## config.mk

```make
export PLATFORM = sky130hd
export DESIGN_NAME = mem_access
export DESIGN_NICKNAME = d
export VERILOG_FILES = /design/src/rtl/mem_access_pkg.sv /design/src/rtl/mem_access_timeout_counter.sv /design/src/rtl/mem_access.sv
export SDC_FILE = /design/constraint.sdc
export NUM_CORES = 1
export LEC_CHECK = 0
export BUFFER_PORTS_ARGS = -buffer_cell sky130_fd_sc_hd__buf_2
export CAP_MARGIN = 20
export CORE_MARGIN = 4
export CORE_UTILIZATION = 50
export DETAILED_ROUTE_END_ITERATION = 6
export PLACE_DENSITY = 0.85
export SLEW_MARGIN = 20
export SYNTH_ARGS = -nofsm -noshare
export SYNTH_HDL_FRONTEND = slang
export SYNTH_SLANG_ARGS = --single-unit
```

## constraint.sdc

```tcl
create_clock -name clk -period 2.1 [get_ports clk]
set_input_delay 0.105 -clock clk [delete_from_list [all_inputs] [get_ports clk]]
set_output_delay 0.105 -clock clk [all_outputs]
set_load 0.1 [all_outputs]
```

## src/rtl/mem_access_pkg.sv

```systemverilog
// Shared widths, constants and state encodings for the memory-access stage.
package mem_access_pkg;

   localparam int WORD_W     = 32;
   localparam int REG_ADDR_W = 5;
   localparam int MEM_ADDR_W = 30;
   localparam int MEM_SEL_W  = 4;

   typedef logic [WORD_W-1:0]     word_bus_t;
   typedef logic [REG_ADDR_W-1:0] reg_addr_bus_t;
   typedef logic [MEM_ADDR_W-1:0] mem_addr_high_bus_t;
   typedef logic [MEM_SEL_W-1:0]  mem_sel_bus_t;

   // Writeback source select carried down from decode
   localparam logic MEM_SEL_REGVAL = 1'b0;
   localparam logic MEM_SEL_MEMVAL = 1'b1;

   localparam reg_addr_bus_t REG_ZERO  = '0;
   localparam word_bus_t     ZERO_WORD = '0;

   typedef enum logic {
      MEM_STATE_IDLE = 1'b0,
      MEM_STATE_BUSY = 1'b1
   } mem_state_e;

endpackage

```

## src/rtl/mem_access_timeout_counter.sv

```systemverilog
// Bus-wait watchdog for the memory-access stage. Only instantiated when
// MEM_TIMEOUT_EN is defined. Counts cycles with enable high; expired is
// raised combinationally in the wait cycle that would bring the count to
// TIMEOUT_CYCLES.
module mem_timeout_counter #(
   parameter int TIMEOUT_CYCLES = 16
) (
   input  logic clk,
   input  logic rst,
   input  logic enable,
   input  logic clear,
   output logic expired
);

   localparam int CNT_W = $clog2(TIMEOUT_CYCLES + 1);
   localparam logic [CNT_W-1:0] LAST = CNT_W'(TIMEOUT_CYCLES - 1);

   logic [CNT_W-1:0] count;

   // Wait-cycle counter, saturating at the last value so it never wraps
   always_ff @(posedge clk) begin
      if (rst || clear) begin
         count <= '0;
      end else if (enable && (count != LAST)) begin
         count <= count + 1'b1;
      end
   end

   assign expired = enable && (count == LAST);

endmodule

```

## src/rtl/mem_access.sv

```systemverilog
// Memory-access pipeline stage with the MEM/WB register folded in.
// Runs one request/acknowledge data-bus transaction per load/store and
// stalls the pipeline until the bus answers. Optional bus-wait timeout is
// built when the macro MEM_TIMEOUT_EN is defined; otherwise the stage
// waits for the acknowledge indefinitely and mem_busError stays 0.
module mem_access
   import mem_access_pkg::*;
#(
   parameter int TIMEOUT_CYCLES = 16
) (
   input  logic                  clk,
   input  logic                  rst,
   input  logic                  mem_memWriteEnable,
   input  logic                  mem_memReadEnable,
   input  logic [MEM_ADDR_W-1:0] mem_memAddr,
   input  logic [MEM_SEL_W-1:0]  mem_memSel,
   input  logic [WORD_W-1:0]     mem_result,
   input  logic [REG_ADDR_W-1:0] mem_regDest,
   input  logic                  mem_resultSel,
   output logic                  dbus_req,
   output logic                  dbus_we,
   output logic [MEM_ADDR_W-1:0] dbus_addr,
   output logic [MEM_SEL_W-1:0]  dbus_sel,
   output logic [WORD_W-1:0]     dbus_wdata,
   input  logic [WORD_W-1:0]     dbus_rdata,
   input  logic                  dbus_ack,
   output logic                  mem_stallReq,
   output logic [REG_ADDR_W-1:0] wb_regDest,
   output logic [WORD_W-1:0]     wb_result,
   output logic                  mem_busError
);

   mem_state_e    state;
   logic          mem_op;
   logic          timeout_expired;
   reg_addr_bus_t dest_q;
   logic          result_sel_q;

   // A store wins when both enables are set, so any enable starts a transaction
   assign mem_op = mem_memWriteEnable | mem_memReadEnable;

`ifdef MEM_TIMEOUT_EN
   logic start_busy;
   logic wait_cycle;

   assign start_busy = (state == MEM_STATE_IDLE) && mem_op;
   assign wait_cycle = (state == MEM_STATE_BUSY) && !dbus_ack;

   mem_timeout_counter #(
      .TIMEOUT_CYCLES(TIMEOUT_CYCLES)
   ) u_timeout (
      .clk    (clk),
      .rst    (rst),
      .enable (wait_cycle),
      .clear  (start_busy),
      .expired(timeout_expired)
   );
`else
   assign timeout_expired = 1'b0;
`endif

   // Stall upstream while a transaction is being issued or still outstanding
   always_comb begin
      mem_stallReq = 1'b0;
      case (state)
         MEM_STATE_IDLE: mem_stallReq = mem_op;
         MEM_STATE_BUSY: mem_stallReq = !dbus_ack && !timeout_expired;
         default:        mem_stallReq = 1'b0;
      endcase
   end

   // Transaction FSM with registered bus and writeback outputs
   always_ff @(posedge clk) begin
      if (rst) begin
         state        <= MEM_STATE_IDLE;
         dbus_req     <= 1'b0;
         dbus_we      <= 1'b0;
         dbus_addr    <= '0;
         dbus_sel     <= '0;
         dbus_wdata   <= ZERO_WORD;
         wb_regDest   <= REG_ZERO;
         wb_result    <= ZERO_WORD;
         mem_busError <= 1'b0;
      end else begin
         mem_busError <= 1'b0;
         case (state)
            MEM_STATE_IDLE: begin
               if (mem_op) begin
                  dbus_req   <= 1'b1;
                  dbus_we    <= mem_memWriteEnable;
                  dbus_addr  <= mem_memAddr;
                  dbus_sel   <= mem_memSel;
                  dbus_wdata <= mem_result;
                  wb_regDest <= REG_ZERO;
                  state      <= MEM_STATE_BUSY;
               end else begin
                  wb_regDest <= mem_regDest;
                  wb_result  <= mem_result;
               end
            end
            MEM_STATE_BUSY: begin
               if (dbus_ack) begin
                  dbus_req <= 1'b0;
                  state    <= MEM_STATE_IDLE;
                  if (dbus_we) begin
                     wb_regDest <= REG_ZERO;
                     wb_result  <= ZERO_WORD;
                  end else begin
                     wb_regDest <= dest_q;
                     wb_result  <= (result_sel_q == MEM_SEL_MEMVAL) ? dbus_rdata : dbus_wdata;
                  end
               end else if (timeout_expired) begin
                  dbus_req     <= 1'b0;
                  state        <= MEM_STATE_IDLE;
                  wb_regDest   <= REG_ZERO;
                  mem_busError <= 1'b1;
               end
            end
            default: state <= MEM_STATE_IDLE;
         endcase
      end
   end

   // Writeback destination and source captured at issue; pure data, no reset
   always_ff @(posedge clk) begin
      if ((state == MEM_STATE_IDLE) && mem_op) begin
         dest_q       <= mem_regDest;
         result_sel_q <= mem_resultSel;
      end
   end

endmodule

```

# == Yosys cells after proc, flatten, opt, wreduce, memory -nomap -nowiden ==
# Index checks and enable logic that the tools add are counted.
# Widths: inputs -> output; s select.
# classes
n_eq_ne,3
mux,16
bitwise_logic,2
n_reduce_logical,5
# op_table
operator,n
$mux 32,4
$pmux 32 s2,1
$mux 5,3
$pmux 5 s2,1
$ne 2x2->1 const B,3
$pmux 1 s2,3
$reduce_and 2->1,3
$mux 1,4
$logic_and 1x1->1,1
$logic_not 1->1,1
$not 1->1,1
$or 1x1->1,1
# totals
regBits,112
input_bits,109

# == Logic depth before layout (Yosys ltp) ==
# depth
depth_word,4
mapped_depth,6
depth_no_buf,4

# == Worst setup path before layout ==
# OpenSTA, ideal clock, no wires.
# synth_timing
kind,register to register
startpoint,register dbus_we
endpoint,register wb_regDest[1]
arrival_time_ns,1.528
setup_slack_ns,0.441
path_stages_with_launch,4
n_path_buf,0
period_less_slack_ns,1.659
path_cell_list,dfxtp_1 > nor2b_1 > a221oi_1 > nor3_1
# synth_between
elab_chain_cells,3
# synth_lines
element,line_no,rtl
start: declaration,mem_access.sv:21,"output logic dbus_we,"
start signal: assignment,mem_access.sv:90,dbus_we <= mem_memWriteEnable;
$mux 5,mem_access.sv:105,if (dbus_we) begin
$mux 5,mem_access.sv:102,if (dbus_ack) begin
$pmux 5 s2,mem_access.sv:86,case (state)
end signal: assignment,mem_access.sv:97,wb_regDest <= mem_regDest;
end signal: assignment,mem_access.sv:109,wb_regDest <= dest_q;
end: declaration,mem_access.sv:28,"output logic [REG_ADDR_W-1:0] wb_regDest,"
# Every way passes these cells. The select of a mux whose other input is x is not followed.
# A chain may end at the register's enable or synchronous reset.

# == Worst setup path after layout ==
# layout_timing
startpoint,register state
endpoint,output mem_stallReq
# layout_between
elab_chain_cells,2
# layout_lines
element,line_no,rtl
start: declaration,mem_access.sv:33,mem_state_e state;
start signal: assignment,mem_access.sv:75,state <= MEM_STATE_IDLE;
start signal: assignment,mem_access.sv:95,state <= MEM_STATE_BUSY;
start signal: assignment,mem_access.sv:104,state <= MEM_STATE_IDLE;
$not 1->1 (no source line),n/a,
$pmux 1 s2 *,mem_access.sv:65,case (state)
end: declaration,mem_access.sv:27,"output logic mem_stallReq,"
# Every way passes the cells marked *; elsewhere a longest branch is shown, timed or not.

==> results_dict.tcl <==
set metrics [dict create \
    worstSetupPathType "register to output port" \
    viasPerCell 5.24 \
    cts_num_sinks 112 \
    synth_xor_area_frac 0 \
    crit_chain "nor3_4, nor2_4, buf_12" \
    synth_nets 654 \
    ys_seq_elements 112 \
    pre_cts_slack_ns 0.0995 \
    status "finished, final reports clean" \
    cp-startpoint "state" \
    synth-seq-area-share 0.485 \
    grt_pass1_vias 5219 \
    worst_hold_path_type "primary input to register" \
    floorplan.initialDensity 0.513 \
    nFillCells 673 \
    fp.dieH_um 105 \
    worst_pin_slew_ns 1.03 \
    fin_skew_ns 0.0115 \
    drc 0 \
    holdWs_ns 0.0165 \
    drt_wl_total_um 15200 \
    gp_congestion 0.844 \
    syn_avg_cell_area_um2 8.70 \
    required_ns 2.00 \
    yosysWarnings 0 \
    r2r_start "state" \
    place_hpwl_um 9740 \
    peakVddDrop_uv 564 \
    wire_per_inst_um 16.1 \
    cts_buffers 9 \
    grt_util_met3 0.0588 \
    io_pins 216 \
    final_common_cell "buf_2" \
    cp-end-kind "output port" \
    cts_buffer_depth 2 \
    area_growth_pct 42.0 \
    grt_max_degree 75 \
    post_cts_buffers 0 \
    first_pass_iters 5 \
    final-max-slew-violation-count 0 \
    nNetsFinal 915 \
    top_usage_layer "met2" \
    coreArea_mm2 0.00924 \
    portBuffers 214 \
    num_vias 4927 \
    syn_inst 545 \
    cts-resized-gates 0 \
    fmax_mhz 526 \
    route.antenna.remaining_nets 0 \
    r2r_setup_slack_ns 0.27 \
    maxSlewHeadroom 0.313 \
    grt_pass1_wl_um 24900 \
    synthAdderAreaFrac 0 \
    gr-usage-met1 0.298 \
    finalPower_mw 5.92 \
    gr-total-overflow 0 \
    path_clk_slew_ns 0.11 \
    synthSimpleGateAreaFrac 0.199 \
    cts_root_buffer "clkbuf_8" \
    synth_top_family_by_area "compound AO/OA/AOI/OAI gates" \
    setup_tns_ns 0 \
    fin_ws_ns 0.198 \
    layout_min_cycle_time_ns 1.90 \
    fin_crit_sh 0.906 \
    grt_util_all_layers 0.273 \
    slowest_stage "dfxtp_1" \
    insertion_delay_ns 0.36 \
    finalSetupViolations 0 \
    cp.arrival_ns 1.80 \
    antenna_found_initial 1 \
    die_x_um 105 \
    htreeDepth 3 \
    netlist_area_mm2 0.00474 \
    synthDistinctLibCells 26 \
    use_met2 0.510 \
    cp_max_fo 14 \
    dieArea_mm2 0.0111 \
    rsz0062_at_grt "no" \
    finalHoldViolCount 0 \
    drive_gt1_frac 0.340 \
    layout_common_cells "213 x buf_2, 133 x nand2_1, 106 x dfxtp_1, 69 x dlygate4sd3_1, 66 x a21oi_1" \
    drt_first_iter_violations 220 \
    cts_tree "yes" \
    critPathMaxStageDelay_ns 0.51 \
    rows 35 \
    synth_mux_area_frac 0.00211 \
    p_per_area_mw_per_mm2 879 \
    start_kind "register" \
    cap_violations 0 \
    leakagePower_nw 3.01 \
    synth_compound_area_frac 0.234 \
    worstHoldStart "mem_result[20]" \
]
## cell families after synthesis
family | count (synthesis)
and+or+nand+nor | 218
AOI/OAI and AO/OA | 137
DFF | 112
buffers and inverters | 76
muxes | 1
other | 1
## synthesized netlist by cell type
cell type    n  area [um2]
or2b_1       1        7.51
buf_6        6        67.6
buf_2       13        65.1
clkbuf_1    17        63.8
nand2_1    133         499
inv_2        1        3.75
or3_1        1        6.26
conb_1       1        3.75
buf_4        7        52.6
a21oi_1     66         330
nor2b_1     34         213
nor3_4       1        16.3
a2111oi_1    2        20.0
inv_1       32         120
mux2i_1      1        10.0
a2111oi_2   30         450
nor2_1      39         146
o21bai_2     1        11.3
nor3_1       7        35.0
a211oi_1    32         240
a221oi_1     5        43.8
nor2_4       1        11.3
and2_4       1        8.76
edfxtp_1     6         180
dfxtp_1    106        2120
a21o_4       1        15.0
## routing by layer
metal,vias up,routed length (um),share of wire
met4,0,458,0.030
li1,2360,-,-
met2,221,7980,0.53
met5,-,0,0
met1,2301,5710,0.38
met3,45,1040,0.068
## worst paths after layout
kind                                       end  depth (start not counted)
worst max-delay path              mem_stallReq                          3
worst min-delay path            dbus_wdata[20]                          3
worst max register to register   dbus_addr[15]                          5
worst min register to register   dbus_addr[26]                          2
## power by group
part	leakage (nW)	switching (mW)	internal [mW]
Combinational	1.97	1.68	0.472
Sequential	0.933	0.0989	2.32
Clock	0.108	0.775	0.581
Total	3.01	2.55	3.37
## area by class of cell
type / count / area, um2 / share of cell area
diodes: 1 / 2.50 / 0.000371
clock buffers: 9 / 124 / 0.0184
flip-flops and latches: 112 / 2300 / 0.342
clock inverters: 7 / 83.8 / 0.0124
repair buffers: 292 / 1860 / 0.276
multi-input cells: 358 / 2080 / 0.309
inverters: 33 / 124 / 0.0184
well taps: 129 / 161 / 0.0240
## critical path, delay by kind of cell, from the launching register on
kind | cells | cell delay, ns
simple gates | 2 | 0.65
flops | 1 | 0.51
buf+inv | 1 | 0.25
## flip-flops by register name, summed over array words and instances, names as in the netlist
| register | count |
|---|---|
| dbus_wdata | 32 |
| dbus_sel | 4 |
| wb_regDest | 5 |
| dbus_we | 1 |
| dest_q | 5 |
| result_sel_q | 1 |
| wb_result | 32 |
| dbus_req | 1 |
| dbus_addr | 30 |
| state | 1 |
## metrics by stage
stage / instance area [um2] / std cells / util
3_5_place_dp: 5830 / 854 / 0.631
4_1_cts: 6730 / 940 / 0.729
2_1_floorplan: 4740 / 545 / -
6_report: 6740 / 941 / 0.729
3_3_place_gp: 5830 / 854 / 0.631
5_1_grt: 6740 / 941 / 0.729
## what timing repair did
| item | CTS | global route |
|---|---|---|
| setup endpoints to repair | 1 | 0 |
| hold buffers | 69 | 0 |
| endpoints found under the hold margin | 69 | 0 |
(Power assumes the default switching activity.)
